==> config.mk <==
export PLATFORM = sky130hd
export DESIGN_NAME = mlab_dcfifo_stream_rd
export DESIGN_NICKNAME = d
export VERILOG_FILES = /design/src/rtl/mlab_dcfifo_pkg.sv /design/src/rtl/mlab_stream_buf.sv /design/src/rtl/mlab_dcfifo_stream_rd.sv
export SDC_FILE = /design/constraint.sdc
export NUM_CORES = 1
export LEC_CHECK = 0
export ABC_AREA = 0
export CORE_MARGIN = 1
export CORE_UTILIZATION = 50
export CTS_BUF_LIST = sky130_fd_sc_hd__clkbuf_4 sky130_fd_sc_hd__clkbuf_8
export CTS_CLUSTER_SIZE = 28
export DETAILED_ROUTE_END_ITERATION = 8
export PLACE_DENSITY = 0.77
export SLEW_MARGIN = 25
export SYNTH_ARGS = -nofsm -noshare
export SYNTH_HDL_FRONTEND = slang
export SYNTH_SLANG_ARGS = --single-unit
==> constraint.sdc <==
create_clock -name rdclk -period 4.9 [get_ports rdclk]
set_input_delay 1.47 -clock rdclk [delete_from_list [all_inputs] [get_ports rdclk]]
set_output_delay 1.47 -clock rdclk [all_outputs]
set_load 0.01 [all_outputs]
==> src/rtl/mlab_dcfifo_pkg.sv <==
// rtl/mlab_dcfifo_pkg.sv - shared constants and helpers for the MLAB dual-clock FIFO read side
package mlab_dcfifo_pkg;

    localparam int WORD_W      = 20;
    localparam int FIFO_USED_W = 6;
    localparam int RD_LAT_DEF  = 2;

    // Width of an occupancy count that must also represent the full value n.
    function automatic int clog2_p1(input int n);
        return $clog2(n) + 1;
    endfunction

endpackage

==> src/rtl/mlab_stream_buf.sv <==
// rtl/mlab_stream_buf.sv - W x DEPTH register circular buffer, show-ahead head, push/pop/level
module mlab_stream_buf
    import mlab_dcfifo_pkg::*;
#(
    parameter int W     = 20,
    parameter int DEPTH = 4,
    localparam int PW   = $clog2(DEPTH),
    localparam int LW   = clog2_p1(DEPTH)
)(
    input  logic          i_clk,
    input  logic          i_arst_n,
    input  logic          i_push,
    input  logic [W-1:0]  i_push_data,
    input  logic          i_pop,
    output logic [W-1:0]  o_head,
    output logic [LW-1:0] o_level,
    output logic          o_full,
    output logic          o_empty
);

    logic [W-1:0]  r_mem [DEPTH];
    logic [PW-1:0] r_wptr;
    logic [PW-1:0] r_rptr;
    logic [LW-1:0] r_level;
    logic          w_pop_ok;
    logic          w_push_ok;

    assign o_full    = (r_level == LW'(DEPTH));
    assign o_empty   = (r_level == '0);
    assign o_level   = r_level;
    assign o_head    = r_mem[r_rptr];
    assign w_pop_ok  = i_pop && !o_empty;
    // A full buffer still accepts a push when the head leaves in the same cycle.
    assign w_push_ok = i_push && (!o_full || w_pop_ok);

    always_ff @(posedge i_clk or negedge i_arst_n) begin
        if (!i_arst_n) begin
            r_wptr  <= '0;
            r_rptr  <= '0;
            r_level <= '0;
            for (int i = 0; i < DEPTH; i++) begin
                r_mem[i] <= '0;
            end
        end else begin
            if (w_push_ok) begin
                r_mem[r_wptr] <= i_push_data;
                r_wptr        <= r_wptr + 1'b1;
            end
            if (w_pop_ok) begin
                r_rptr <= r_rptr + 1'b1;
            end
            r_level <= r_level + LW'(w_push_ok) - LW'(w_pop_ok);
        end
    end

endmodule

==> src/rtl/mlab_dcfifo_stream_rd.sv <==
// rtl/mlab_dcfifo_stream_rd.sv - credit-based rdreq issue and show-ahead stream out of the MLAB DCFIFO; MLAB_DCFIFO_STREAM_PARITY_EN adds dout_err/parity_seen
module mlab_dcfifo_stream_rd
    import mlab_dcfifo_pkg::*;
#(
    parameter int LABS_WIDE = 1,
    parameter int RD_LAT    = RD_LAT_DEF,
    parameter int BUF_DEPTH = 4,
    localparam int W        = LABS_WIDE * WORD_W,
    localparam int LVL_W    = clog2_p1(BUF_DEPTH)
)(
    input  logic                   rdclk,
    input  logic                   arst_n,
    output logic                   rdreq,
    input  logic [W-1:0]           rddata,
    input  logic                   rdempty,
    input  logic [FIFO_USED_W-1:0] rdused,
    input  logic                   parity_err,
    output logic [W-1:0]           dout,
    output logic                   dout_valid,
    input  logic                   dout_ready,
    output logic [LVL_W-1:0]       buf_level,
    output logic                   ovf_err
`ifdef MLAB_DCFIFO_STREAM_PARITY_EN
    ,
    output logic                   dout_err,
    output logic                   parity_seen
`endif
);

`ifdef MLAB_DCFIFO_STREAM_PARITY_EN
    localparam int BW = W + 1;
`else
    localparam int BW = W;
`endif
    localparam int CW = (LVL_W + 2 > FIFO_USED_W + 1) ? LVL_W + 2 : FIFO_USED_W + 1;

    logic              r_rdreq;
    logic [RD_LAT-1:0] r_pipe;
    logic              r_ovf;
    logic              w_ret;
    logic              w_pop;
    logic              w_full;
    logic              w_empty;
    logic              w_rdreq_nxt;
    logic [BW-1:0]     w_push_data;
    logic [BW-1:0]     w_head;
    logic [LVL_W-1:0]  w_level;
    logic [CW-1:0]     w_inflight;
    logic [CW-1:0]     w_unrefl;
    logic [CW-1:0]     w_commit;

    assign w_ret = r_pipe[RD_LAT-1];
    assign w_pop = !w_empty && dout_ready;

    // Every slot already promised (stored, in flight, issued now) must fit before another read;
    // a head leaving this cycle frees its slot, which keeps back-to-back reads going.
    always_comb begin
        w_inflight = '0;
        w_unrefl   = CW'(r_rdreq);
        for (int i = 0; i < RD_LAT; i++) begin
            w_inflight = w_inflight + CW'(r_pipe[i]);
            if (i < RD_LAT - 1) begin
                w_unrefl = w_unrefl + CW'(r_pipe[i]);
            end
        end
        w_commit    = CW'(w_level) + w_inflight + CW'(r_rdreq) - CW'(w_pop);
        w_rdreq_nxt = !rdempty && (CW'(rdused) > w_unrefl) && (w_commit < CW'(BUF_DEPTH));
    end

    always_ff @(posedge rdclk or negedge arst_n) begin
        if (!arst_n) begin
            r_rdreq <= 1'b0;
            r_pipe  <= '0;
            r_ovf   <= 1'b0;
        end else begin
            r_rdreq <= w_rdreq_nxt;
            r_pipe  <= (r_pipe << 1) | RD_LAT'(r_rdreq);
            if (w_ret && w_full && !w_pop) begin
                r_ovf <= 1'b1;
            end
        end
    end

`ifdef MLAB_DCFIFO_STREAM_PARITY_EN
    logic r_parity_seen;

    always_ff @(posedge rdclk or negedge arst_n) begin
        if (!arst_n) begin
            r_parity_seen <= 1'b0;
        end else if (w_ret && parity_err) begin
            r_parity_seen <= 1'b1;
        end
    end

    assign w_push_data = {parity_err, rddata};
    assign dout_err    = w_head[W];
    assign parity_seen = r_parity_seen;
`else
    logic w_unused_perr;

    assign w_unused_perr = parity_err;
    assign w_push_data   = rddata;
`endif

    mlab_stream_buf #(
        .W     (BW),
        .DEPTH (BUF_DEPTH)
    ) u_buf (
        .i_clk       (rdclk),
        .i_arst_n    (arst_n),
        .i_push      (w_ret),
        .i_push_data (w_push_data),
        .i_pop       (w_pop),
        .o_head      (w_head),
        .o_level     (w_level),
        .o_full      (w_full),
        .o_empty     (w_empty)
    );

    assign rdreq      = r_rdreq;
    assign dout       = w_head[W-1:0];
    assign dout_valid = !w_empty;
    assign buf_level  = w_level;
    assign ovf_err    = r_ovf;

endmodule

==> results.cfg <==
[outcome]
status = complete, no violations

[drt]
vias_per_cell = 5.53
drt_iter0_markers = 125
drtAntennaViolNets = 0
drc = 0
post_drt_wl_per_cell_um = 18.5
num_vias = 2428
drt_wl_total_um = 8120
firstDrtPassIters = 4

[clock_network]
cts_root_buf = clkbuf_8
insertion_delay_ns = 0.36
postCtsResizedCells = 0
htree_levels = 3
cts_tree = built
clk_pin_slew_ns = 0.09
cts_buffers = 9
clkSinkCount = 91
cts_hold_buf = 0
post-cts-setup-buffers = 0
cts_max_path_buffers = 2

[floorplan]
start_util = 0.525
fp-row-count = 34
dieHeight_um = 98.7
dieWidth_um = 98.7
dieArea_um2 = 9730
coreArea_um2 = 8890
io_pins = 57

[logic_synthesis]
synth-compound-area-share = 0.0131
syn_nets = 321
synth-main-ff-cell = dfrtp_1
ys_ff_latch = 91
synthMuxAreaShare = 0.354
synth_edf_count = 0
synth_top_family_by_area = multiplexers
netlist_instances = 272
synth.avg_cell_area_um2 = 17.2
yosysUniqueCellTypes = 30
synth_simple_gate_area_share = 0.0335
synth_xor_area_frac = 0.00750
synth_fa_ha_area_frac = 0.0514
async_flop_share = 1.00
syn_area_um2 = 4670
ys_seq_area_frac = 0.488
yosys_warnings = 0

[sta]
hold_viol = 0
slew_headroom = 0.304
drv_slew = 0
fin_crit_sh = 0.786
tns_ns = 0
max_freq_ghz = 0.260
setup_viol_count_final = 0
rsz0062_at_grt = false
fin_crit_ns = 3.85
clock_skew_ns = 0.00837
worst_slew_pin_slew_ns = 1.04

[global_route]
grt_pass1_wl_um = 13700
grt_max_degree = 92
antenna_found_initial = 0
track_usage = 0.186
overflow = 0
grt_pass1_vias = 2654

[power_and_ir_drop]
ir_drop_mv = 0.304
powerDensity_nw_per_um2 = 641
p_leak_nw = 2.78
p_total_mw = 3.49

[worst_setup_path]
crit_path_max_incr_delay_ns = 0.57
crit_arrival_ns = 2.38
path_class = reg2out
r2r_slack_ns = 1.92
crit-reg2reg-launch = u_buf.o_level[0]
worstPathCellList = buf_4 -> mux4_2 -> clkdlybuf4s50_1
r2r_end = rdreq
critPathSlowestCell = mux4_2
required_ns = 3.43
cp-end-kind = output pin
critical_path_buf_inv_count = 2
cp-start-kind = flop
cp_top_family = buffers and inverters
r2r_cells = 10
worstPathMaxFanout = 17

[cells_and_area]
drive_gt1_frac = 0.384
diodes = 0
final_cells = 439
fin_nets = 375
areaGrowthSynthToFinish_pct = 16.7

[min_path]
hp-start = r_pipe[0]
hold_class = reg2reg
hold_end = r_pipe[1]
holdPathStages = 0

[place]
place_congestion = 0.729
port-buffer-count = 55
hpwl_um = 5190
dp.cells = 423

[run]
drv_cap = 0
## routing by layer
layer | up-vias | wire [µm] | track usage
met3 | 13 | 271 | 0.0383
met1 | 1285 | 3740 | 0.257
met2 | 51 | 3960 | 0.290
met4 | 0 | 148 | 0.0758
li1 | 1079 | - | -
met5 | - | 0 | 0
## how the worst max path moves through the flow
| stage | startpoint | endpoint | slack (ns) | cells after the start |
|---|---|---|---|---|
| CTS | u_buf.r_rptr[0] | dout[19] | 1.0 | 3 |
| detailed placement | dout_ready | rdreq | 0.95 | 10 |
| floorplan | dout_ready | rdreq | 1.59 | 9 |
| finish | u_buf.r_rptr[0] | dout[17] | 1.05 | 3 |
| global placement | dout_ready | rdreq | 1.02 | 10 |
| global route | u_buf.r_rptr[0] | dout[8] | 0.92 | 3 |
## registers in the layout, indices dropped and copies added (netlist names)
name,cells
ovf_err,1
r_pipe,2
rdreq,1
u_buf.o_level,3
u_buf.r_mem,80
u_buf.r_rptr,2
u_buf.r_wptr,2
## through the flow
| stage | hold WS, ns | area, µm² | setup WS (ns) | util |
|---|---|---|---|---|
| 2_1_floorplan | 0.378 | 4670 | 1.59 | - |
| 3_3_place_gp | 0.403 | 5170 | 1.02 | 0.582 |
| 3_5_place_dp | 0.409 | 5180 | 0.949 | 0.582 |
| 4_1_cts | 0.426 | 5450 | 0.998 | 0.613 |
| 5_1_grt | 0.433 | 5450 | 0.919 | 0.613 |
| 6_report | 0.423 | 5450 | 1.05 | 0.613 |
## cell type report
type                       instances  area (µm²)
clock inverter                     6         136
inverter                          16        60.1
tap                              108         135
multi-input combinational        152        2140
timing repair buffer              56         559
fill                             663        3440
sequential                        91        2280
clock buffer                      10         138
## synthesized netlist by cell type (2+ instances only)
master / count / area [µm²]
ha_1: 16 / 200
nor2_1: 2 / 7.51
inv_1: 16 / 60.1
xnor2_1: 2 / 17.5
dfrtp_1: 91 / 2280
fa_1: 2 / 40.0
xor2_1: 2 / 17.5
buf_2: 2 / 10.0
o21ai_0: 5 / 25.0
mux2_4: 80 / 1200
nand2_4: 4 / 45.0
buf_12: 8 / 160
mux4_2: 20 / 450
nand2_1: 4 / 15.0
a21oi_1: 2 / 10.0
clkbuf_1: 2 / 7.51
## kinds of logic (layout without fill, tap and decap cells)
group                    count (synthesis)  after routing
XOR/XNOR                                 4              4
flip-flops                              91             91
adder cells (fa/ha/maj)                 18             18
multiplexers                           100            100
AO/OA/AOI/OAI                           10             10
AND/OR/NAND/NOR                         20             20
buffers and inverters                   29             88
## placed cells by master (no fill, tap or decap), types with 4 or more instances in the layout
master	instances
ha_1	16
clkdlybuf4s50_1	54
nand2_4	4
inv_1	16
bufinv_16	4
mux4_2	20
clkbuf_8	10
dfrtp_1	91
nand2_1	4
mux2_4	80
o21ai_0	5
## power by group
part	total, mW	switching [mW]	internal [mW]
sequential	1.31	0.245	1.06
clock	0.664	0.259	0.405
combinational	1.52	0.530	0.992
total	3.49	1.03	2.46
(Power assumes the default switching activity.)
